File: src/rtl/lmdpl_phase_ctrl.sv
// lmdpl_phase_ctrl: sequences mask refresh, precharge and one-at-a-time stage release for a pipeline of LMDPL gadget layers.
module lmdpl_phase_ctrl #(
    parameter int NUM_STAGES = 4,
    parameter int PRE_CYCLES = 1,
    parameter bit REFRESH_EN = 1'b1
) (
    input  logic                  C,
    input  logic                  RN,
    input  logic                  START,
    input  logic                  ABORT,
    input  logic                  RND_VALID,
    output logic                  RND_REQ,
    output logic                  MASK_EN,
    output logic [NUM_STAGES-1:0] PRE,
    output logic [NUM_STAGES-1:0] EN,
    output logic [3:0]            STAGE,
    output logic                  BUSY,
    output logic                  DONE
);
    typedef enum logic [2:0] {S_IDLE, S_REFRESH, S_PRE, S_EVAL, S_DONE} state_t;
    localparam logic [NUM_STAGES-1:0] ONES     = '1;
    localparam logic [3:0]            LAST     = 4'(NUM_STAGES - 1);
    localparam logic [3:0]            PRE_LAST = 4'(PRE_CYCLES - 1);
    state_t                  state_q;
    logic [3:0]              cnt_q;
    logic [3:0]              stage_q;
    logic [NUM_STAGES-1:0]   pre_q;
    logic [NUM_STAGES-1:0]   en_q;
    logic                    req_q;
    logic                    mask_q;
    logic                    busy_q;
    logic                    done_q;
    always_ff @(posedge C or negedge RN) begin
        if (!RN) begin
            state_q <= S_IDLE;
            cnt_q   <= 4'd0;
            stage_q <= 4'd0;
            pre_q   <= ONES;
            en_q    <= '0;
            req_q   <= 1'b0;
            mask_q  <= 1'b0;
            busy_q  <= 1'b0;
            done_q  <= 1'b0;
        end else begin
            mask_q <= 1'b0;
            done_q <= 1'b0;
            if (state_q == S_IDLE || state_q == S_DONE) begin
                cnt_q   <= 4'd0;
                stage_q <= 4'd0;
                pre_q   <= ONES;
                en_q    <= '0;
                state_q <= START ? (REFRESH_EN ? S_REFRESH : S_PRE) : S_IDLE;
                req_q   <= START && REFRESH_EN;
                busy_q  <= START;
            end else if (ABORT) begin
                state_q <= S_IDLE;
                cnt_q   <= 4'd0;
                stage_q <= 4'd0;
                pre_q   <= ONES;
                en_q    <= '0;
                req_q   <= 1'b0;
                busy_q  <= 1'b0;
            end else begin
                case (state_q)
                    S_REFRESH: begin
                        if (RND_VALID) begin
                            state_q <= S_PRE;
                            req_q   <= 1'b0;
                            mask_q  <= 1'b1;
                        end
                    end
                    S_PRE: begin
                        if (cnt_q == PRE_LAST) begin
                            state_q <= S_EVAL;
                            stage_q <= 4'd0;
                            en_q    <= NUM_STAGES'(1);
                            pre_q   <= ONES << 1;
                        end else begin
                            cnt_q <= cnt_q + 4'd1;
                        end
                    end
                    S_EVAL: begin
                        // released stages stay released so their outputs hold until DONE
                        if (stage_q == LAST) begin
                            state_q <= S_DONE;
                            stage_q <= 4'd0;
                            pre_q   <= ONES;
                            en_q    <= '0;
                            busy_q  <= 1'b0;
                            done_q  <= 1'b1;
                        end else begin
                            stage_q <= stage_q + 4'd1;
                            en_q    <= en_q << 1;
                            pre_q   <= pre_q << 1;
                        end
                    end
                    default: state_q <= S_IDLE;
                endcase
            end
        end
    end
    assign RND_REQ = req_q;
    assign MASK_EN = mask_q;
    assign PRE     = pre_q;
    assign EN      = en_q;
    assign STAGE   = stage_q;
    assign BUSY    = busy_q;
    assign DONE    = done_q;
endmodule
File: config.mk
export PLATFORM = sky130hd
export DESIGN_NAME = lmdpl_phase_ctrl
export DESIGN_NICKNAME = d
export VERILOG_FILES = /design/src/rtl/lmdpl_phase_ctrl.sv
export SDC_FILE = /design/constraint.sdc
export NUM_CORES = 1
export LEC_CHECK = 0
export ABC_AREA = 1
export CAP_MARGIN = 10
export CORE_ASPECT_RATIO = 0.75
export CORE_MARGIN = 5
export CORE_UTILIZATION = 54
export DETAILED_ROUTE_END_ITERATION = 8
export PLACE_DENSITY = 0.91
export RECOVER_POWER = 100
export SYNTH_ARGS = -nofsm -noshare
export SYNTH_HDL_FRONTEND = slang
export SYNTH_SLANG_ARGS = --single-unit
File: constraint.sdc
create_clock -name C -period 3.2 [get_ports C]
set_clock_uncertainty 0.05 [all_clocks]
set_input_delay 0.64 -clock C [delete_from_list [all_inputs] [get_ports C]]
set_output_delay 0.64 -clock C [all_outputs]
set_load 0.02 [all_outputs]
Word level (Yosys, flattened, before mapping). Cells that the tools add are included.

Add/subtract/negate cells: 2. Multiply operators: 0. Divide/modulo/power cells: 0. $lt $le $gt $ge: 0. Equal/unequal tests: 9. Shift operators: 0. Multiplexer cells: 42. Bitwise operators: 0. Reductions and logical operators: 14.

Operators with widths (number): 4-bit 2-to-1 mux (16); 4-bit one-hot mux with 2 select lines (3); 1-bit 2-to-1 mux (17); 3-bit 2-to-1 mux (5); 3-bit nonzero test (5); 4-bit inequality test (second input constant) (3); 3-bit one-hot mux with 3 select lines (1); 4-bit by 1-bit adder with 4-bit output (second input constant) (2); 2-bit AND reduction (4); 3-bit by 2-bit == test with 1-bit output (second input constant) (2); 4-bit by 2-bit == test with 1-bit output (second input constant) (1); 4-bit zero test (1); 4-bit nonzero test (1); 3-bit by 1-bit == test with 1-bit output (second input constant) (1); 3-bit == test (second input constant) (1); 3-bit zero test (1); 3-bit inequality test (second input constant) (1); 3-bit AND reduction (1); 1-bit logical OR (1).

Bits in registers: 23. Bits in latches: 0. Bits in writable memories: 0. Memory bits (read-only): 0. Input bits: 5. Output and inout bits: 16. Logic and storage cells: 76. Memories: 0.

Longest topological paths before layout.
Depth in word-level cells: 5. Depth in mapped cells: 8. Mapped depth without buffers: 7.

Least setup slack after synthesis. No wires, ideal clock.

Kind: flip-flop to flip-flop. Start: register stage_q[0] (netlist: STAGE[0]). End: register state_q[0]. Setup time: 0.118 ns. Arrival: 1.179 ns. Data required time: 3.032 ns. Path slack: 1.852 ns. Cell stages (with the launch flop): 7. Path buffers: 1. Period minus slack after synthesis: 1.348 ns. Path through: dfrtp_1 > ha_1 > nand2_1 > nand3_2 > buf_6 > nand4_1 > nand2_1.

Word-level cells in the longest chain between the ends: 3.

RTL lines: start, declared (RTL line 26) `logic [3:0] stage_q;`; start signal, assigned (RTL line 92) `stage_q <= stage_q + 4'd1;`; 4-bit by 2-bit == test with 1-bit output (RTL line 84) `if (stage_q == LAST) begin`; 4-bit inequality test (no source line); 3-bit AND reduction (no source line); end signal, assigned (RTL line 52) `state_q <= START ? (REFRESH_EN ? S_REFRESH : S_PRE) : S_IDLE;`; end, declared (RTL line 24) `state_t state_q;`.

Every way passes these cells. A chain may end at the register's enable or synchronous reset.

Worst setup path in the final report.
Start: register pre_q[2] (netlist: PRE[2]). End: output PRE[2].

RTL lines: start, declared (RTL line 27) `logic [NUM_STAGES-1:0] pre_q;`; start signal, assigned (RTL line 77) `pre_q <= ONES << 1;`; start signal, assigned (RTL line 94) `pre_q <= pre_q << 1;`; end, declared (RTL line 14) `output logic [NUM_STAGES-1:0] PRE,`.

No word-level cell between the ends.

==> summary.md <==
| Metric | Value |
|---|---|
| Net switching power | `roughly 0.27 mW` |
| Die W | `62.6 µm` |
| Post-synthesis instance total | `roughly 120` |
| Port Buf Inserts | `20` |
| TritonRoute pass-1 iters | `4` |
| Area share of the largest cell type after synthesis | `0.425` |
| GR Layer Usage met2 | `0.267` |
| Die area | `0.00309 mm²` |
| Critical Path, Cell by Cell | `dlygate4sd3_1` |
| Design Power | `0.719 mW` |
| Crit path capture type | `primary output` |
| Final hold viol count | `0` |
| Cts repair resizes | `0` |
| Met1 usage | `0.179` |
| Post-CTS Hold Fix Bufs | `0` |
| Commonest non-fill, non-tap cell in the layout | `nand2_1` |
| Delay-heaviest family, CP | `buffers and inverters` |
| 1st-iter DRT viols | `31` |
| Initial antenna violation count | `0` |
| Outcome | `complete, no violations` |
| Commonest cells after routing, fill and taps aside | `nand2_1 (29), dfrtp_1 (19), dlygate4sd3_1 (18), inv_1 (16), nor2_1 (12)` |
| Top cells by area, synth | `dfrtp_1 (42%), dfstp_2 (9.4%), nand2_1 (9.4%), o21ai_2 (5.5%), inv_1 (5.0%)` |
| Setup CP Type | `flip-flop to primary output` |
| DPL Wire Length | `approximately 1700 µm` |
| Postcts setup bufs | `0` |
| Slowest stage delay, CP | `680 ps` |
| Fillcell total | `188` |
| Syn. warnings | `0` |
| I/O pins | `21` |
| GP Congestion | `0.917` |
| Fmax | `between 400 and 500 MHz` |
| Via-to-Cell Ratio | `around 5` |
| Post-synthesis cell type count | `23` |
| Max Cap Viol | `0` |
| Relative max-transition margin | `0.319` |
| Power share of the sequential group | `0.506` |
| Wire per inst | `between 10 and 15 µm` |
| Final Cycle Share | `0.701` |
| Sequential element share of the synthesized area | `0.518` |
| Worst-skew pair later-pin latency | `310 ps` |
| Fin area | `0.00132 mm²` |
| Internal | `between 0.4 and 0.5 mW` |
| Via count | `around 860` |
| Final max-slew violation count | `0` |
| Worst Path Max Fanout | `3` |
| Initial Util | `0.561` |
| Lkg Pwr | `approximately 0.66 nW` |
| Placed cells | `167` |
| Max VDD drop | `317 µV` |
| Startpoint Class | `flip-flop` |
| HP Class | `flip-flop to flip-flop` |
| Worst EP required | `2510 ps` |
| Met3 global-route usage | `0.0530` |
| Crit path arrival time | `1550 ps` |
| Routed WL | `2140 µm` |
| Dpl cell area | `0.00134 mm²` |
| Post-route DRC | `0` |
| First-pass GRT wire length | `3860 µm` |
| CTS root buf | `clkbuf_4` |
| H-tree depth | `1` |
| Worst slack at placement | `1110 ps` |
| Slowest cell on crit path | `dlygate4sd3_1` |
| Finished Layout Cells | `171` |
| Number of buffers created by CTS | `3` |
| Die Ht | `49.4 µm` |
| Clock Power Share | `0.183` |
| Area grow syn2layout | `17.8%` |
| Fin Setup TNS | `0 ps` |
| Final Setup Violations | `0` |
| CTS max path bufs | `2` |
| Nets | `approximately 160` |
| Flip-flop and latch count after synthesis | `23` |
| N_diodes | `0` |
| Clock period minus worst slack | `2240 ps` |
| Comb pwr share | `0.311` |
| Largest net degree at the start of global routing | `24` |
| Syn Nets | `132` |
| Total core area | `0.00200 mm²` |
| Setup ws final | `between 900 and 1000 ps` |
| Vias in the first global route | `889` |
| Mean Syn Cell Area | `9.03 µm²` |
| CTS tree | `built` |
| Total global-route track usage | `0.153` |
| CTS Sinks | `23` |
| Slew @ Worst Pin | `1020 ps` |
| CP Buf/Inv Count | `1` |
| Gr busiest metal | `met2` |
| Unrepaired setup endpoints after global routing | `no` |
| Cell Pwr Density | `545 mW/mm²` |
| Switch share | `0.370` |
| Worst-path clk slew | `130 ps` |
| Layout cell share with drive strength beyond 1 | `0.0884` |
| Total gr overflow | `0` |
| Dominant cell type by area after synthesis | `dfrtp_1` |
| Row Count | `14` |
| Post-route ant nets | `0` |
| Synthesized area | `0.00112 mm²` |
[logic make-up (layout without fill, tap and decap cells)]
logic type,after synthesis,after routing,synth area share
xor gates and xnor gates,2,2,0.0156
adders and majority gates,3,3,0.0335
and+or+nand+nor,61,61,0.255
DFF,23,23,0.518
buffers and inverters,18,41,0.0737
AOI/OAI and AO/OA,17,17,0.104
[worst paths after layout]
path | startpoint | endpoint | slack (ps) | cells past startpoint
worst max-delay path | PRE[2] | PRE[2] | 960 | 1
worst max register to register | state_q[0] | STAGE[2] | 1570 | 6
min in group asynchronous | RN | DONE | 890 | 1
max in group asynchronous | RN | PRE[0] | 1450 | 2
worst min-delay path | PRE[3] | PRE[3] | 420 | 2
worst min register to register | PRE[3] | PRE[3] | 420 | 2
[cell type report]
type	instances	area, µm²	share of cell area
clock inverters	1	5.00	0.00380
inverters	16	60.1	0.0455
well taps	24	30.0	0.0228
flip-flops and latches	23	581	0.440
clock buffers	3	22.5	0.0171
multi-input cells	83	413	0.313
repair buffers	21	208	0.157
[flip-flops by register name, indices dropped and copies added (netlist names)]
signal   cells
BUSY         1
state_q      3
RND_REQ      1
PRE          4
STAGE        4
EN           4
MASK_EN      1
DONE         1
cnt_q        4
[power by group through the flow]
| stage | logic [mW] | clock network (mW) | registers (mW) |
|---|---|---|---|
| after floorplan | 0.150 | 0 | 0.391 |
| after global placement | 0.244 | 0 | 0.368 |
| after detailed placement | 0.252 | 0 | 0.371 |
| after CTS | 0.252 | 0.140 | 0.366 |
| after global routing | 0.247 | 0.151 | 0.370 |
| final | 0.223 | 0.131 | 0.364 |
[cell usage after synthesis]
cell      instances
a21o_1            1
a21oi_1           4
and3_1            1
buf_6             2
dfrtp_1          19
dfstp_2           4
ha_1              3
inv_1            15
inv_2             1
nand2_1          28
nand2_2           2
nand3_1          10
nand3_2           2
nand4_1           3
nor2_1           10
nor2_2            3
nor2_4            1
nor3_1            1
o211ai_1          1
o21ai_0           4
o21ai_2           7
xnor2_1           1
xor2_1            1
[metal layers]
layer,vias to the layer above,wire length [µm]
met5,-,0
met4,0,0
met3,0,124
met2,16,1040
met1,396,976
li1,446,-
[metrics by stage]
step,hold slack [ps],util
after floorplan,294,-
after global placement,400,0.669
after detailed placement,405,0.669
after CTS,425,0.682
after global routing,443,0.660
final,422,0.660
Note: power is estimated with default switching activity, not from simulation.
